$ cat config.mk
export PLATFORM = sky130hd
export DESIGN_NAME = fft_sdf_stage_ctrl
export DESIGN_NICKNAME = d
export VERILOG_FILES = /design/src/rtl/fft_sdf_stage_ctrl.sv
export SDC_FILE = /design/constraint.sdc
export NUM_CORES = 1
export LEC_CHECK = 0
export BUFFER_PORTS_ARGS = -buffer_cell sky130_fd_sc_hd__buf_2
export CAP_MARGIN = 20
export CORE_ASPECT_RATIO = 1.4
export CORE_MARGIN = 2
export CORE_UTILIZATION = 44
export CTS_CLUSTER_DIAMETER = 100
export DETAILED_ROUTE_END_ITERATION = 8
export GPL_ROUTABILITY_DRIVEN = 1
export GPL_TIMING_DRIVEN = 0
export PLACE_DENSITY = 0.72
export SLEW_MARGIN = 10
export SYNTH_ARGS = -nofsm -noshare
export SYNTH_HDL_FRONTEND = slang
export SYNTH_SLANG_ARGS = --single-unit
$ cat constraint.sdc
create_clock -name clk -period 2.4 [get_ports clk]
set_input_delay 0.12 -clock clk [delete_from_list [all_inputs] [get_ports clk]]
set_output_delay 0.12 -clock clk [all_outputs]
set_load 0.005 [all_outputs]
$ cat src/rtl/fft_sdf_stage_ctrl.sv
// Sequencing controller for one radix-2 single-path delay-feedback FFT stage.
// It decides which incoming samples the stage accepts and drives the delay-line
// shift, the butterfly/bypass select and the twiddle address. It also tracks
// frame alignment, produces output valid/sop after the butterfly latency, and
// drains the delay line when a flush is requested.
module fft_sdf_stage_ctrl #(
    parameter int N          = 1024,
    parameter int STAGE      = 0,
    parameter int BF_LATENCY = 3,
    parameter int TW_AW      = 9
) (
    input  logic             clk,
    input  logic             rst_n,
    input  logic             in_valid,
    input  logic             in_sop,
    input  logic             flush_req,
    output logic             shift_en,
    output logic             sel_bf,
    output logic [TW_AW-1:0] tw_addr,
    output logic             out_valid,
    output logic             out_sop,
    output logic             busy,
    output logic             frame_err
);

    // Delay depth of this stage; a block is 2*D samples and a frame is N samples.
    localparam int D  = N >> (STAGE + 1);
    localparam int BW = $clog2(2 * D);
    localparam int FW = $clog2(N);

    localparam logic [BW-1:0] B_HALF = BW'(D);
    localparam logic [BW-1:0] B_LAST = BW'(D - 1);
    localparam logic [FW-1:0] F_SOP  = FW'(D);

    typedef enum logic [1:0] {
        IDLE  = 2'd0,
        FILL  = 2'd1,
        RUN   = 2'd2,
        FLUSH = 2'd3
    } state_t;

    state_t state;
    state_t next_state;

    logic [BW-1:0] bcnt;
    logic [FW-1:0] fcnt;

    logic [BF_LATENCY:0] vld_pipe;
    logic [BF_LATENCY:0] sop_pipe;

    logic             accept;
    logic             resync;
    logic             err;
    logic             tag_out;
    logic             tag_sop;
    logic             sample_bf;
    logic [TW_AW-1:0] tw_calc;

    // Decide whether this cycle accepts a sample, what that sample's attributes are and where the FSM goes next.
    always_comb begin
        accept     = 1'b0;
        resync     = 1'b0;
        err        = 1'b0;
        tag_out    = 1'b0;
        tag_sop    = 1'b0;
        sample_bf  = 1'b0;
        next_state = state;
        tw_calc    = TW_AW'(bcnt - B_HALF) << STAGE;
        case (state)
            IDLE: begin
                if (in_valid && in_sop) begin
                    accept     = 1'b1;
                    next_state = (D == 1) ? RUN : FILL;
                end
            end
            FILL, RUN: begin
                if (in_valid) begin
                    accept = 1'b1;
                    if (in_sop && (fcnt != '0)) begin
                        resync     = 1'b1;
                        err        = 1'b1;
                        next_state = (D == 1) ? RUN : FILL;
                    end else if (state == FILL) begin
                        if (bcnt == B_LAST) begin
                            next_state = RUN;
                        end
                    end else begin
                        tag_out   = 1'b1;
                        tag_sop   = (fcnt == F_SOP);
                        sample_bf = (bcnt >= B_HALF);
                    end
                end else if (state == RUN && flush_req && bcnt == '0 && fcnt == '0) begin
                    next_state = FLUSH;
                end
            end
            FLUSH: begin
                accept  = 1'b1;
                tag_out = 1'b1;
                err     = in_valid;
                if (bcnt == B_LAST) begin
                    next_state = IDLE;
                end
            end
            default: begin
                next_state = IDLE;
            end
        endcase
    end

    // FSM, sample counters and the datapath control outputs, all registered one cycle after the accepting edge.
    always_ff @(posedge clk or negedge rst_n) begin
        if (!rst_n) begin
            state     <= IDLE;
            bcnt      <= '0;
            fcnt      <= '0;
            shift_en  <= 1'b0;
            sel_bf    <= 1'b0;
            tw_addr   <= '0;
            frame_err <= 1'b0;
        end else begin
            state     <= next_state;
            shift_en  <= accept;
            frame_err <= err;
            if (accept) begin
                sel_bf  <= sample_bf;
                tw_addr <= sample_bf ? tw_calc : '0;
                if (resync || state == IDLE) begin
                    bcnt <= BW'(1);
                    fcnt <= FW'(1);
                end else if (next_state == IDLE) begin
                    bcnt <= '0;
                    fcnt <= '0;
                end else begin
                    bcnt <= bcnt + 1'b1;
                    fcnt <= fcnt + 1'b1;
                end
            end
        end
    end

    // Carry output valid/sop through the butterfly latency; a resync kills everything still in flight.
    always_ff @(posedge clk or negedge rst_n) begin
        if (!rst_n) begin
            vld_pipe <= '0;
            sop_pipe <= '0;
        end else if (resync) begin
            vld_pipe <= '0;
            sop_pipe <= '0;
        end else begin
            vld_pipe <= {vld_pipe[BF_LATENCY-1:0], accept & tag_out};
            sop_pipe <= {sop_pipe[BF_LATENCY-1:0], accept & tag_sop};
        end
    end

    assign out_valid = vld_pipe[BF_LATENCY];
    assign out_sop   = sop_pipe[BF_LATENCY];
    assign busy      = (state != IDLE);

endmodule
---- Word-level counts from Yosys, hierarchy flattened ----
Cells that the tools add are included.
storage, ports and cells
  input bits .............................. 5
  logic and storage cells ................. 67
  register bits ........................... 42
  output and inout bits ................... 15
cells by class
  reduce and logical (&&, ||, !) cells .... 13
  muxes and demuxes ....................... 34
  equality and inequality tests ........... 5
  add/subtract/negate cells ............... 3
  bitwise operators ....................... 2
  magnitude comparators ................... 1
operator list
  cell                                                                    count
  10-bit 2-to-1 mux                                                       4
  10-bit by 1-bit adder with 10-bit output, second input constant         2
  10-bit logical NOT                                                      2
  1-bit 2-to-1 mux                                                        16
  2-bit 2-to-1 mux                                                        7
  10-bit equality test, second input constant                             1
  10-bit by 9-bit equality test with 1-bit output, second input constant  1
  10-bit >= comparator, second input constant                             1
  10-bit nonzero test                                                     1
  9-bit 2-to-1 mux                                                        1
  9-bit by 1-bit subtractor with 9-bit output, second input constant      1
  4-bit 2-to-1 mux                                                        2
  2-bit case mux with 3 select lines                                      1
  1-bit logical AND                                                       5
  2-bit equality test, second input constant                              2
  2-bit logical NOT                                                       2
  1-bit case mux with 2 select lines                                      2
  1-bit case mux with 3 select lines                                      1
  1-bit AND                                                               2
  2-bit by 1-bit equality test with 1-bit output, second input constant   1
  2-bit nonzero test                                                      1
  2-bit OR reduction                                                      1
  1-bit logical OR                                                        1

---- Depth between registers and ports, before layout ----
  depth after elaboration ................. 10
  depth in mapped cells ................... 12
  mapped depth without buffers ............ 10

---- Least setup slack after synthesis ----
OpenSTA, ideal clock, no wires.
  path type ............................... register to register
  from .................................... reg state[1]
  to ...................................... reg tw_addr[0]
  library setup time ...................... 0.067 ns
  stages on the path, launching flop included .. 13
  path slack .............................. 0.121 ns
  data required time ...................... 2.333 ns
  buffers on the path ..................... 2
  data arrival time ....................... 2.212 ns
  period minus slack after synthesis ...... 2.279 ns
  cell sequence ........................... dfrtp_1 > inv_1 > ha_1 > clkbuf_2 > or2b_2 > nand2_1 > nand2_1 > and2_2 > clkbuf_1 > inv_1 > nand3_1 > a21oi_2 > a22o_1
between the ends
  word-level cells in the longest chain between the ends .. 6
  elaborated cells between the ends (all ways) .. 11
  those cells by class .................... eq/ne: 3; mux: 6; reduce/logical: 2
ends and longest elaborated chain
  item                                            line    source
  start: declaration                              42      state_t state;
  start signal: assignment                        121     state <= next_state;
  2-bit by 1-bit equality test with 1-bit output  69, 83
  1-bit 2-to-1 mux                                83      end else if (state == FILL) begin
  1-bit 2-to-1 mux                                79      if (in_sop && (fcnt != '0)) begin
  1-bit 2-to-1 mux                                77      if (in_valid) begin
  1-bit 2-to-1 mux                                69      case (state)
  9-bit 2-to-1 mux                                126     tw_addr <= sample_bf ? tw_calc : '0;
  end signal: assignment                          126
  end: declaration                                19      output logic [TW_AW-1:0] tw_addr,
Parallel ways exist; a longest one is shown, timed or not.
A chain may end at the register's enable or synchronous reset.

---- Worst setup path in the final report ----
  from .................................... reg state[1]
  to ...................................... reg bcnt[9]
between the ends
  word-level cells in the longest chain between the ends .. 10
  elaborated cells between the ends (all ways) .. 22
  those cells by class .................... eq/ne: 3; mux: 12; reduce/logical: 7
ends and longest elaborated chain
  item                                    line    source
  2-bit equality test                     69, 92
  1-bit logical AND (3 in a row)          92      end else if (state == RUN && flush_req && bcnt == '0 && fcnt == '0) begin
  2-bit 2-to-1 mux                        92
  2-bit 2-to-1 mux                        77
  2-bit case mux with 3 select lines (*)  69
  named net next_state[1]                 43      state_t next_state;
  2-bit logical NOT (*)                   130     end else if (next_state == IDLE) begin
  10-bit 2-to-1 mux (*)                   130
  10-bit 2-to-1 mux (*)                   127     if (resync || state == IDLE) begin
  end signal: assignment                  134     bcnt <= bcnt + 1'b1;
  end: declaration                        45      logic [BW-1:0] bcnt;
The timed path passes the listed nets; every way through them passes the cells marked *.

==> flow_summary.yaml <==
routing:
  wire_per_inst_um: 15.5
  drt-vias-per-instance: 5.63
  wirelength_mm: 5.00
  vias: 1813
  drt_iter0_markers: 82
  drc_errors: 0
  dr.pass1.iters: 4
  postRouteAntennaNets: 0
grt:
  grt_util_all_layers_pct: 18.4
  overflow: 0
  grt_pass1_wl_mm: 8.07
  grt_max_degree: 43
  antenna_found_initial: 0
  grt_pass1_vias: 1686
clock_tree:
  clk_root_buffer_cell: "clkbuf_8"
  cts_max_level: 2
  cts.sinks: 42
  tritoncts: "done"
  clk_path_buf_depth: 2
  cts_buffers: 5
  insertion_delay_ns: 0.30
  clk_pin_slew_ns: 0.09
layout:
  fillers: 439
  final_cells: 322
  drive_above_1_share_pct: 32.9
  num_antenna_cells: 0
  final_nets: 271
  area_delta_synth_final_pct: 25.0
yosys:
  ys_warn_count: 0
  synthesis.area_um2: 2230
  async_flop_share_pct: 100
  syn-num-nets: 231
  syn_inst: 217
  synth.ff_latch_count: 42
  syn_area_per_cell_um2: 10.3
  synth_top_flop_cell: "dfrtp_1"
  ys_seq_area_share_pct: 47.1
  synth_edf_count: 0
  synth_cell_type_count: 50
timing:
  fin_crit_sh_pct: 98.8
  skew_ns: 0.0156
  setup_viol: 0
  drv_slew: 0
  rsz0062_at_grt: "yes"
  hold_viol: 0
  period_minus_slack_ns: 2.37
  max_freq_mhz: 422
  worstMarginPinSlew_ns: 0.926
  tns_ns: 0
  maxSlewHeadroom_pct: 38.3
  worst_slack_ns: 0.0289
power:
  p_leak_nw: 1.32
  fin_total_pwr_mw: 1.46
  vdd_ir_drop_max_mv: 0.354
  power_density_nw_per_um2: 524
floorplanning:
  ios: 20
  fp.dieArea_um2: 5660
  start_util_pct: 45.7
  row_count: 30
  core_um2: 4880
  die_w_um: 64.2
  die_y_um: 88.2
worst_hold_path:
  hp-class: "in2reg"
worst_setup_path:
  path_class: "reg2reg"
  endpoint_kind: "flop"
  start_kind: "flop"
  path_max_fanout: 10
  critPathMaxStageDelay_ns: 0.40
  arrival_ns: 2.57
  slowest_stage: "dfrtp_1"
  crit_required_ns: 2.60
  path_cells: "buf_4, ha_1, and4b_2, nand3_2, nor2_1, o311a_4, o21ai_4, buf_6, nor4_4, a211o_2"
placed_design:
  dpl.hpwl_mm: 3.17
  place_congestion: 0.897
  dp.cells: 299
  place_ws_ns: -0.404
  port_buffers: 18
run_status:
  outcome: "finished, final reports clean"
run:
  drv_cap: 0
==> stage by stage <==
stage               instance area (µm²)  utilization (%)  hold WS, ns
floorplan                          2230                -       -0.176
global placement                   2400             49.2        0.312
detailed placement                 2400             49.2        0.314
CTS                                2690             55.0        0.111
global route                       2790             57.1        0.113
finish                             2790             57.1        0.117
==> synth_stat cells, types with 2 or more instances <==
cell / instances / area [µm²]
a21oi_1: 4 / 20.0
nor4_1: 5 / 31.3
o21ai_0: 12 / 60.1
a2bb2oi_1: 2 / 17.5
clkbuf_1: 2 / 7.51
inv_1: 10 / 37.5
nand3_1: 9 / 45.0
dfrtp_1: 42 / 1050
nor3_1: 7 / 35.0
buf_2: 3 / 15.0
and3_1: 5 / 31.3
o22ai_1: 2 / 12.5
a22o_1: 19 / 166
clkbuf_8: 2 / 27.5
nor2b_1: 12 / 75.1
and2b_2: 2 / 17.5
nor2_1: 18 / 67.6
nand2_1: 17 / 63.8
o31a_2: 2 / 20.0
nand2b_1: 2 / 12.5
clkbuf_2: 2 / 10.0
ha_1: 9 / 113
a221o_1: 2 / 20.0
==> cells by family (layout without fill, tap and decap cells) <==
kind of cell               after synthesis  count (layout)  share of synthesized area, %
and+or+nand+nor                         89              89                          22.9
AOI/OAI and AO/OA                       56              56                          19.7
DFF                                     42              42                          47.1
buffers and inverters                   21              62                          5.22
adders and majority gates                9               9                          5.05
==> cell usage in the layout, fill, tap and decap left out, drive strengths merged, types with 3 or more instances in the layout <==
| cell type | n |
|---|---|
| dfrtp | 42 |
| buf | 38 |
| a22o | 20 |
| nor2 | 18 |
| nand2 | 17 |
| o21ai | 13 |
| nor2b | 12 |
| nand3 | 10 |
| clkbuf | 10 |
| inv | 10 |
| ha | 9 |
| nor3 | 7 |
| nor4 | 7 |
| and3 | 6 |
| a21oi | 5 |
| and2b | 3 |
==> repair_timing <==
| action | in CTS | in global routing |
|---|---|---|
| pin swaps | 3 | 4 |
| endpoints found under the setup margin | 31 | 19 |
| setup buffers | 11 | 4 |
| hold buffers | 1 | 0 |
| gates resized for setup | 13 | 23 |
| endpoints found under the hold margin | 10 | 0 |
==> sequential cells by signal, summed over array words and instances (netlist names) <==
register,count
shift_en,1
vld_pipe,4
sop_pipe,4
bcnt,10
state,2
frame_err,1
fcnt,10
tw_addr,9
sel_bf,1
==> final timing paths <==
path	from	to	slack [ns]	cells after the start
worst max-delay path	state[1]	bcnt[9]	0.03	10
worst min-delay path	in_sop	sop_pipe[0]	0.12	2
worst max register to register	state[1]	bcnt[9]	0.03	10
worst min register to register	vld_pipe[1]	vld_pipe[2]	0.47	1
max in group asynchronous	rst_n	bcnt[0]	1.28	2
min in group asynchronous	rst_n	state[0]	0.49	2
==> worst max-delay path, delay by kind of cell (launching register included) <==
kind	cells	cell delay, ns
AOI/OAI and AO/OA	3	0.90
adders and majority gates	1	0.18
buffers and inverters	2	0.34
DFF	1	0.40
and+or+nand+nor	4	0.44
==> layer usage <==
metal | part of all wire [%] | vias to the layer above | GRT usage [%]
met3 | 3.6 | 10 | 3.31
met5 | 0 | - | 0
li1 | - | 872 | -
met4 | 1.9 | 0 | 6.77
met2 | 52 | 34 | 32.1
met1 | 43 | 897 | 22.9
==> report_power, final <==
| part | switching [mW] | leakage (nW) | internal (mW) | total [mW] |
|---|---|---|---|---|
| sequential | 0.00785 | 0.576 | 0.716 | 0.723 |
| clock | 0.252 | 0.0579 | 0.306 | 0.559 |
| combinational | 0.102 | 0.686 | 0.0767 | 0.179 |
==> cell type report <==
class	instances	area [µm²]	area share, %
Clock buffer	5	68.8	2.47
Multi-Input combinational cell	154	1200	43.0
Inverter	10	37.5	1.35
Sequential cell	42	1050	37.8
Tap cell	64	80.1	2.87
Clock inverter	3	40.0	1.44
Timing Repair Buffer	34	225	8.08
Buffer	10	83.8	3.01
(Power assumes the default switching activity.)
